## src/rtl/dpram_arbiter.sv

```systemverilog
// dpram_arbiter: round-robin arbiter/sequencer that serialises two requesters
// onto one command port of a 256x16 dual-port RAM (registered read, 1-cycle
// latency). IDLE -> ACCESS -> RESP per access, req/ack handshake.
// Optional feature macro: DPRAM_ARB_LOCK_EN (locked bursts of up to
// MAX_BURST accesses that bypass IDLE and arbitration).
module dpram_arbiter #(
  parameter int unsigned AW        = 8,
  parameter int unsigned DW        = 16,
  parameter int unsigned MAX_BURST = 4
) (
  input  logic          clk,
  input  logic          rst_n,
  input  logic          a_req,
  input  logic          a_wr,
  input  logic          a_lock,
  input  logic [AW-1:0] a_addr,
  input  logic [DW-1:0] a_wdat,
  output logic          a_ack,
  output logic [DW-1:0] a_rdat,
  input  logic          b_req,
  input  logic          b_wr,
  input  logic          b_lock,
  input  logic [AW-1:0] b_addr,
  input  logic [DW-1:0] b_wdat,
  output logic          b_ack,
  output logic [DW-1:0] b_rdat,
  output logic [AW-1:0] mem_addr,
  output logic [DW-1:0] mem_wdat,
  output logic          mem_rd,
  output logic          mem_wr,
  input  logic [DW-1:0] mem_rdat,
  output logic          busy
);

  typedef enum logic [1:0] {IDLE, ACCESS, RESP} state_e;

  state_e        state_q, state_d;
  logic          last_b_q, last_b_d;   // 1: last grant went to B
  logic          gnt_b_q, gnt_b_d;     // 1: current grant is B
  logic          wr_q, wr_d;
  logic [AW-1:0] addr_q, addr_d;
  logic [DW-1:0] wdat_q, wdat_d;
  logic [DW-1:0] a_rdat_q, a_rdat_d;
  logic [DW-1:0] b_rdat_q, b_rdat_d;
  logic          pick_b;
  logic          chain;

`ifdef DPRAM_ARB_LOCK_EN
  localparam int unsigned BCW = (MAX_BURST > 1) ? $clog2(MAX_BURST) : 1;
  logic [BCW-1:0] burst_q, burst_d;

  // Chain another locked access from RESP while the burst limit allows it
  always_comb begin
    chain = 1'b0;
    if (state_q == RESP && burst_q < BCW'(MAX_BURST - 1)) begin
      chain = gnt_b_q ? (b_req & b_lock) : (a_req & a_lock);
    end
  end

  // Burst counter: counts chained accesses, cleared whenever the FSM leaves RESP to IDLE
  always_comb begin
    burst_d = burst_q;
    if (state_q == RESP) begin
      burst_d = chain ? burst_q + 1'b1 : '0;
    end
  end

  // Burst counter register
  always_ff @(posedge clk or negedge rst_n) begin
    if (!rst_n) burst_q <= '0;
    else        burst_q <= burst_d;
  end
`else
  logic unused_lock;

  // Lock hints have no effect in this build; every access returns through IDLE
  always_comb begin
    chain       = 1'b0;
    unused_lock = ^{a_lock, b_lock, MAX_BURST[0]};
  end
`endif

  // Round-robin pick: B wins only if A is idle or A was granted last
  always_comb begin
    pick_b = b_req & (~a_req | ~last_b_q);
  end

  // State register
  always_ff @(posedge clk or negedge rst_n) begin
    if (!rst_n) state_q <= IDLE;
    else        state_q <= state_d;
  end

  // Next-state logic
  always_comb begin
    state_d = state_q;
    unique case (state_q)
      IDLE:    if (a_req || b_req) state_d = ACCESS;
      ACCESS:  state_d = RESP;
      RESP:    state_d = chain ? ACCESS : IDLE;
      default: state_d = IDLE;
    endcase
  end

  // Command latch and read-data capture
  always_comb begin
    last_b_d = last_b_q;
    gnt_b_d  = gnt_b_q;
    wr_d     = wr_q;
    addr_d   = addr_q;
    wdat_d   = wdat_q;
    a_rdat_d = a_rdat_q;
    b_rdat_d = b_rdat_q;
    if (state_q == IDLE && (a_req || b_req)) begin
      gnt_b_d  = pick_b;
      last_b_d = pick_b;
      wr_d     = pick_b ? b_wr   : a_wr;
      addr_d   = pick_b ? b_addr : a_addr;
      wdat_d   = pick_b ? b_wdat : a_wdat;
    end
    if (state_q == RESP) begin
      if (!wr_q) begin
        if (gnt_b_q) b_rdat_d = mem_rdat;
        else         a_rdat_d = mem_rdat;
      end
      if (chain) begin
        wr_d   = gnt_b_q ? b_wr   : a_wr;
        addr_d = gnt_b_q ? b_addr : a_addr;
        wdat_d = gnt_b_q ? b_wdat : a_wdat;
      end
    end
  end

  // Datapath registers
  always_ff @(posedge clk or negedge rst_n) begin
    if (!rst_n) begin
      last_b_q <= 1'b1;
      gnt_b_q  <= 1'b0;
      wr_q     <= 1'b0;
      addr_q   <= '0;
      wdat_q   <= '0;
      a_rdat_q <= '0;
      b_rdat_q <= '0;
    end else begin
      last_b_q <= last_b_d;
      gnt_b_q  <= gnt_b_d;
      wr_q     <= wr_d;
      addr_q   <= addr_d;
      wdat_q   <= wdat_d;
      a_rdat_q <= a_rdat_d;
      b_rdat_q <= b_rdat_d;
    end
  end

  // Outputs decoded from state; RAM read data only becomes valid during RESP,
  // so it is forwarded directly while acking and held in *_rdat_q afterwards.
  always_comb begin
    busy     = (state_q != IDLE);
    mem_addr = addr_q;
    mem_wdat = wdat_q;
    mem_wr   = (state_q == ACCESS) &  wr_q;
    mem_rd   = (state_q == ACCESS) & ~wr_q;
    a_ack    = (state_q == RESP) & ~gnt_b_q;
    b_ack    = (state_q == RESP) &  gnt_b_q;
    a_rdat   = a_rdat_q;
    b_rdat   = b_rdat_q;
    if (state_q == RESP && !wr_q) begin
      if (gnt_b_q) b_rdat = mem_rdat;
      else         a_rdat = mem_rdat;
    end
  end

endmodule

```

## config.mk

```make
export PLATFORM = sky130hd
export DESIGN_NAME = dpram_arbiter
export DESIGN_NICKNAME = d
export VERILOG_FILES = /design/src/rtl/dpram_arbiter.sv
export SDC_FILE = /design/constraint.sdc
export NUM_CORES = 1
export LEC_CHECK = 0
export BUFFER_PORTS_ARGS = -buffer_cell sky130_fd_sc_hd__buf_2
export CORE_MARGIN = 8
export CORE_UTILIZATION = 43
export CTS_CLUSTER_DIAMETER = 80
export DETAILED_ROUTE_END_ITERATION = 8
export PLACE_DENSITY = 0.76
export SETUP_SLACK_MARGIN = 0.1
export SYNTH_ARGS = -nofsm -noshare
export SYNTH_HDL_FRONTEND = slang
export SYNTH_SLANG_ARGS = --single-unit
export TNS_END_PERCENT = 100
```

## constraint.sdc

```tcl
create_clock -name clk -period 1.7 [get_ports clk]
set_clock_uncertainty 0.05 [all_clocks]
set_input_delay 0.17 -clock clk [delete_from_list [all_inputs] [get_ports clk]]
set_output_delay 0.17 -clock clk [all_outputs]
set_load 0.05 [all_outputs]
```

==> out/results.md, run 1 <==
| Metric | Reported |
|---|---|
| Outcome | complete, but fails checks |
| Violations in the final reports | setup timing |
| Endpoint type of the worst setup path | output port |
| Vert. Die Dim | 100.8 um |
| Static leakage | 2.596 nW |
| Bufs on Longest Clock Path | 2 |
| Cells after Synth | 203 |
| Antenna fix cells | 0 |
| Setup Viol. Count Final | 46 |
| Post-synth EDFFs | 0 |
| Reg2Reg Launch Point | gnt_b_q$_DFFE_PN0P_ |
| First-pass GRT wire length | 13.82 mm |
| Initial core utilization | 43.54% |
| Via count | 2340 |
| Synthesis-to-layout area growth | 65.42% |
| Arrival time of the worst setup path | 1.88 ns |
| Number of endpoints with negative hold slack in the final report | 0 |
| Power density over cell area | 2312 nW/um^2 |
| Sequential share of the synthesized area | 49.43% |
| Mean instance size in the synthesized netlist | 15.22 um^2 |
| Met2 capacity usage during global routing | 32.50% |
| TritonCTS clock tree | yes |
| Layer with the highest usage | met2 |
| Hold path startpoint | mem_rdat[3] |
| Max Transition Viols Final | 0 |
| Detailed-router iteration count before antenna repair | 2 |
| Slowest cell on crit path | dfrtp_1 |
| RD Place Congestion | 0.7414 |
| Count of yosys warnings during synthesis | 0 |
| Number of nets in the finished design | 450 |
| Remaining number of nets flagged by the antenna check after routing | 0 |
| Proportion of layout cells with a drive suffix above 1 | 80.94% |
| Insertion delay of the later-clocked pin in the worst-skew pair | 0.32 ns |
| Mapped Nets | 275 |
| Setup CP Type | register to output port |
| Peak VDD IR | 1.395 mV |
| Die footprint | 10160 um^2 |
| Share of the synthesized area in the top cell type | 48.58% |
| H-tree depth | 3 |
| Type of the most critical hold path | input port to register |
| RSZ-0062 raised after global routing | yes |
| Number of buffers and inverters on the critical path | 3 |
| Count of buffers from port buffering | 130 |
| Vias in the first global route | 2680 |
| Relative slew slack | 78.36% |
| Post-layout util | 72.03% |
| Netlist area before placement | 3090 um^2 |
| Overall global routing resource usage | 17.65% |
| Worst-case setup slack after placement | -0.09530 ns |
| Highest clock frequency the design can meet | 476.3 MHz |
| Crit path launch type | register |
| CP cell instances | and3b_2 > nor2b_4 > buf_6 > buf_16 > mux2_4 > buf_8 |
| CTS buffer count | 9 |
| Met1 layer usage reported by global route | 17.96% |
| Number of DRC violations after detailed routing | 0 |
| Average vias per placed instance | 4.855 |
| Clock period minus final worst setup slack | 2.100 ns |
| Most numerous cell in the Yosys netlist | mux2_2 |
| Required @ worst endpoint | 1.48 ns |
| Total detailed-routing wirelength | 8.776 mm |
| Number of I/O pins | 133 |
| Clock slew at the register clock pins of the worst setup and hold paths | 0.07 ns |
| Count of distinct cell types in the synthesized netlist | 22 |
| Core outline area | 7098 um^2 |
| Cell taking the most area after synthesis | dfrtp_1 |
| GR Layer Usage met3 | 5.870% |
| Ratio of final minimum period to clock period | 123.5% |
| Worst-Margin Slew | 0.3246 ns |
| Async SR Flop Fraction | 100.0% |
| Clock sink total | 61 |
| Setup slack of the critical path after layout | -0.3997 ns |
| Avg WL per Cell | 18.21 um |
| Clock root buffer master | clkbuf_8 |
| Max Cap Viol | 0 |
| Grt ovf | 0 |
| Critical path peak fanout | 6 |
| Site row count | 31 |
| Cell types occupying the most area after synthesis | dfrtp_1 (49%), mux2_2 (34%), mux2_4 (9.2%), buf_4 (1.5%), mux2_1 (1.1%) |
| Largest net degree at the start of global routing | 62 |
| Most common library cells after synthesis | mux2_2 (92), dfrtp_1 (60), mux2_4 (19) |
| Startpoint of the worst setup timing path | state_q[0]$_DFFE_PN0P_ |
| Initial DRC count | 23 |
| Die boundary width | 100.8 um |
| Initial antenna violation count | 0 |
| Post-DP HPWL | 5.490 mm |
| Crit path largest cell delay | 0.41 ns |
| Commonest register cell after synthesis | dfrtp_1 |
| Crit-path leading delay family | buffers and inverters |
| Flop and latch count out of synthesis | 61 |
-- flip-flops by register name (all words and copies together) (netlist names) --
signal / cells
last_b_q: 1
gnt_b_q: 1
a_rdat_q: 16
mem_wdat: 16
wr_q: 1
state_q: 2
b_rdat_q: 16
mem_addr: 8
-- layer usage --
layer	share of wire (%)	routed length (um)
met5	0	0
met2	54	4697
met4	1.6	141
met1	37	3270
met3	7.6	667
-- per-stage QoR --
| step | area, um^2 | TNS, ns | hold slack, ns | instances | power, mW |
|---|---|---|---|---|---|
| floorplan | 3318 | -14.13 | -0.1756 | 203 | 7.718 |
| global placement | 4155 | -1.665 | 0.1555 | 438 | 8.933 |
| detailed placement | 4155 | -2.228 | 0.1578 | 438 | 9.079 |
| CTS | 4918 | -13.66 | 0.04719 | 473 | 11.46 |
| global route | 5112 | -19.31 | 0.05825 | 482 | 12.31 |
| finish | 5112 | -15.25 | 0.07205 | 482 | 11.82 |
-- cells by family (layout without fill, tap and decap cells) --
group	count (synthesis)	count (layout)	synth area share, %
AO/OA/AOI/OAI	5	5	1.255
multiplexers	114	114	43.85
AND/OR/NAND/NOR	8	8	1.822
buffers and inverters	15	195	3.643
flip-flops	61	61	49.43
-- layout by cell type (no fill, tap or decap), types with 2 or more instances in the layout --
| cell type | Yosys | routed |
|---|---|---|
| buf_6 | 1 | 49 |
| clkbuf_1 | 1 | 4 |
| dlygate4sd3_1 | 0 | 2 |
| dfrtp_1 | 60 | 60 |
| inv_1 | 2 | 2 |
| mux2_2 | 92 | 18 |
| mux2_4 | 19 | 96 |
| nor2b_4 | 0 | 3 |
| buf_16 | 0 | 4 |
| buf_4 | 6 | 16 |
| buf_12 | 0 | 6 |
| buf_8 | 2 | 6 |
| buf_2 | 2 | 94 |
| clkbuf_8 | 0 | 10 |
-- power by group --
part / switching [mW] / leakage, nW / total (mW) / internal [mW]
Combinational: 4.33 / 1.77 / 7.90 / 3.58
Sequential: 0.449 / 0.728 / 2.65 / 2.20
Clock: 0.546 / 0.0947 / 1.26 / 0.719
Total: 5.32 / 2.60 / 11.8 / 6.50
-- worst reg2reg max path: cells and delay by family, from the launching register on --
family / cells / cell delay, ns
muxes: 1 / 0.30
buffers and inverters: 6 / 0.78
DFF: 1 / 0.41
and+or+nand+nor: 2 / 0.36
-- worst paths after layout --
kind / endpoint / slack [ns] / cells after the start
setup reg to reg: b_rdat_q[13]$_DFFE_PN0P_ / -0.31 / 9
min in group asynchronous: a_rdat_q[7]$_DFFE_PN0P_ / 0.36 / 3
hold / removal: a_rdat_q[3]$_DFFE_PN0P_ / 0.07 / 2
max in group asynchronous: last_b_q$_DFFE_PN1P_ / 0.95 / 3
hold reg to reg: mem_addr[1]$_DFFE_PN0P_ / 0.45 / 1
setup / recovery: b_rdat[1] / -0.40 / 6
-- area by class of cell --
class | instances | area (um^2)
clock buffer | 14 | 152.6
clock inverter | 2 | 35.03
timing repair buffer | 177 | 1483
inverter | 2 | 7.507
sequential | 61 | 1528
tap | 99 | 123.9
fill | 500 | 1986
multi-input combinational | 127 | 1783
-- repair_timing --
action | 4_1_cts | 5_1_grt
resized for setup | 98 | 42
pin swaps | 1 | 1
hold buffers | 2 | 0
setup endpoints to repair | 74 | 89
buffers inserted | 12 | 12
gates cloned | 5 | 0
endpoints found under the hold margin | 61 | 0
No activity file was read; power rests on OpenSTA's default activity.
==> run 2, diff against run 1 <==
--- a/config.mk
+++ b/config.mk
@@ -5,6 +5,7 @@
 export SDC_FILE = /design/constraint.sdc
 export NUM_CORES = 1
 export LEC_CHECK = 0
+export ABC_AREA = 1
 export BUFFER_PORTS_ARGS = -buffer_cell sky130_fd_sc_hd__buf_2
 export CORE_MARGIN = 8
 export CORE_UTILIZATION = 43
==> run 2 against run 1 <==
  * Critical path depth is 2 higher
  * The run still ends with setup timing left
  * Power up 2.9%
  * Synthesized area grew 0.28%
==> out/results.md, run 2 <==
| Metric | Reported |
|---|---|
| Outcome | complete, but fails checks |
| Violations in the final reports | setup timing |
| Vert. Die Dim | 100.9 um |
| Post-Synth Simple-Gate Area | 40.21% |
| Insertion delay of the later-clocked pin in the worst-skew pair | 0.33 ns |
| Peak VDD IR | 1.121 mV |
| Most numerous cell in the Yosys netlist | nand2_1 |
| Synthesis-to-layout area growth | 62.13% |
| Vias in the first global route | 3295 |
| Crit path largest cell delay | 0.37 ns |
| Via count | 3214 |
| Commonest cells after routing, fill and taps aside | nand2_1 (117), buf_2 (94), nand3_1 (66) |
| Type of the most critical hold path | input port to register |
| Number of DRC violations after detailed routing | 0 |
| Share of the synthesized area in the top cell type | 48.45% |
| Grt ovf | 0 |
| Highest clock frequency the design can meet | 538.6 MHz |
| Setup slack of the critical path after layout | -0.1566 ns |
| Total detailed-routing wirelength | 10.47 mm |
| Detailed-router iteration count before antenna repair | 4 |
| Reg2Reg Launch Point | state_q[0]$_DFFE_PN0P_ |
| FF/Latch Area | 1530 um^2 |
| Cell mode on critical path | buf_12 |
| Setup CP Type | register to output port |
| CP cell instances | inv_2 > nand2_4 > nor2_8 > buf_12 > buf_12 > nand3_2 > nand2_2 > buf_8 |
| Clock slew at the register clock pins of the worst setup and hold paths | 0.08 ns |
| Hold path startpoint | mem_rdat[0] |
| Mux cell area share after synthesis | 0% |
| Die boundary width | 100.9 um |
| Clock period minus final worst setup slack | 1.857 ns |
| Startpoint of the worst setup timing path | state_q[0]$_DFFE_PN0P_ |
| Clock share of power | 12.0% |
| Number of I/O pins | 133 |
| Number of endpoints with negative hold slack in the final report | 0 |
| Required @ worst endpoint | 1.48 ns |
| Post-DP HPWL | 6.371 mm |
| Most common library cells after synthesis | nand2_1 (154), nand3_1 (82), dfrtp_1 (60) |
| Cell taking the most area after synthesis | dfrtp_1 |
| Largest net degree at the start of global routing | 29 |
| Count of yosys warnings during synthesis | 0 |
| Antenna fix cells | 0 |
| Clock sink total | 61 |
| Filler cell count in the final layout | 523 |
| Cells after Synth | 404 |
| Relative contribution of sequential cells to total power | 22.0% |
| Proportion of layout cells with a drive suffix above 1 | 47.61% |
| Commonest register cell after synthesis | dfrtp_1 |
| Endpoint type of the worst setup path | output port |
| Net switching share of the total power | 52.87% |
| Remaining number of nets flagged by the antenna check after routing | 0 |
| Slowest cell on crit path | dfrtp_1 |
| Bufs on Longest Clock Path | 2 |
| Overall power after layout | 12.17 mW |
| Compound-Gate Fraction of Synth Area | 0.1615% |
| RSZ-0062 raised after global routing | yes |
| Crit path launch type | register |
| Switching power total | 6.432 mW |
| First-pass GRT wire length | 15.12 mm |
| Core outline area | 7098 um^2 |
| Setup slack of the most critical reg-to-reg path | 0.21 ns |
| Static leakage | 2.800 nW |
| Most common cell after layout, fill and taps aside | nand2_1 |
| Site row count | 31 |
| RD Place Congestion | 0.7519 |
| Setup Total Neg Slack | -2.929 ns |
| Initial DRC count | 125 |
| Arrival time of the worst setup path | 1.64 ns |
| Mapped Nets | 476 |
| Cell types occupying the most area after synthesis | dfrtp_1 (48%), nand2_1 (19%), nand3_1 (13%), inv_1 (6.1%), nand2_2 (4.4%) |
| Die footprint | 10180 um^2 |
| Max Transition Viols Final | 0 |
| XOR/XNOR share of the synthesized area | 0% |
| Async SR Flop Fraction | 100.0% |
| Setup Viol. Count Final | 32 |
| Initial core utilization | 43.66% |
| Area occupied by multi-input gates | 1640 um^2 |
| TritonCTS clock tree | yes |
| Combinational family with the most area after synthesis | simple AND/OR/NAND/NOR gates |
| Avg WL per Cell | 15.77 um |
| Mean instance size in the synthesized netlist | 7.671 um^2 |
| Worst-Margin Slew | 0.3763 ns |
| Average vias per placed instance | 4.840 |
| Clock root buffer master | clkbuf_8 |
| Internal Dissipation | 5.735 mW |
| Count of buffers from port buffering | 130 |
| Count of distinct cell types in the synthesized netlist | 20 |
| Power density over cell area | 2421 nW/um^2 |
| CTS buffer count | 9 |
| Netlist area before placement | 3099 um^2 |
| Critical path peak fanout | 5 |
| Overall global routing resource usage | 18.69% |
| H-tree depth | 3 |
| Sequential share of the synthesized area | 49.29% |
| Flop and latch count out of synthesis | 61 |
| Number of nets in the finished design | 632 |
| Max Cap Viol | 0 |
| Ratio of final minimum period to clock period | 109.2% |
| Initial antenna violation count | 0 |
| Relative slew slack | 74.91% |
| Worst-case setup slack after placement | 0.08232 ns |
| Combinational power share | 65.9% |
| Post-synth EDFFs | 0 |
| Area share of fa/ha/maj cells after synthesis | 0% |
-- run 2: cell types whose count changed after synthesis, sizes merged, moves of 3 or more --
cell | before | now
nand2 | 0 | 179
nor2 | 1 | 5
nor2b | 4 | 0
mux2 | 114 | 0
inv | 2 | 55
buf | 11 | 14
nand3 | 0 | 82
-- run 2: power by group through the flow --
stage	Clock [mW]	Sequential (mW)	Combinational [mW]
6_report	1.46	2.68	8.02
5_1_grt	1.56	2.76	8.43
4_1_cts	1.47	2.58	7.43
3_5_place_dp	0	2.55	6.19
3_3_place_gp	0	2.54	6.10
2_1_floorplan	0	3.53	3.71
-- run 2: metrics by stage --
step / utilization (%) / hold slack (ns) / instances / area (um^2)
after floorplan: - / -0.1756 / 404 / 3139
after global placement: 55.76 / 0.04399 / 629 / 3958
after detailed placement: 55.76 / 0.05177 / 629 / 3958
after CTS: 67.44 / 0.05597 / 664 / 4787
after global routing: 70.79 / 0.06883 / 664 / 5025
final: 70.79 / 0.06708 / 664 / 5025
-- run 2: routing by layer --
metal  GRT usage [%]  share of wire [%]  vias to the layer above
met5               0                  0                        -
met4           6.987                2.0                        0
met3           4.627                6.2                       20
met2           33.77                 53                      120
met1           20.55                 39                     1512
li1                -                  -                     1562
-- run 2: cell type report --
cell class	instances	share of cell area, %
clock buffers	12	3.088
multi-input cells	273	32.64
clock inverters	4	1.394
inverters	55	4.308
flip-flops and latches	61	30.45
repair buffers	160	25.65
well taps	99	2.465
-- run 2: worst max-delay path, delay by kind of cell (launching register included) --
family                 cells  cell delay, ns
AND/OR/NAND/NOR            4            0.48
flip-flops                 1            0.37
buffers and inverters      4            0.48
-- run 2: logic make-up after synthesis --
kind of cell	count (synthesis)
and+or+nand+nor	269
AOI/OAI and AO/OA	1
DFF	61
buffers and inverters	73
-- run 2: what timing repair did --
action	4_1_cts	5_1_grt
hold buffers	1	0
cloned	4	0
endpoints found under the setup margin	34	36
hold endpoints to repair	12	0
buffers inserted	14	1
pin swaps	17	13
resized for setup	105	61
-- run 2: path summary, 6_finish.rpt --
check / to / cells after the start
worst max register to register: b_rdat_q[11]$_DFFE_PN0P_ / 9
worst min register to register: b_rdat_q[0]$_DFFE_PN0P_ / 2
worst max-delay path: b_rdat[13] / 8
max in group asynchronous: mem_addr[0]$_DFFE_PN0P_ / 3
worst min-delay path: a_rdat_q[0]$_DFFE_PN0P_ / 3
min in group asynchronous: a_rdat_q[4]$_DFFE_PN0P_ / 2
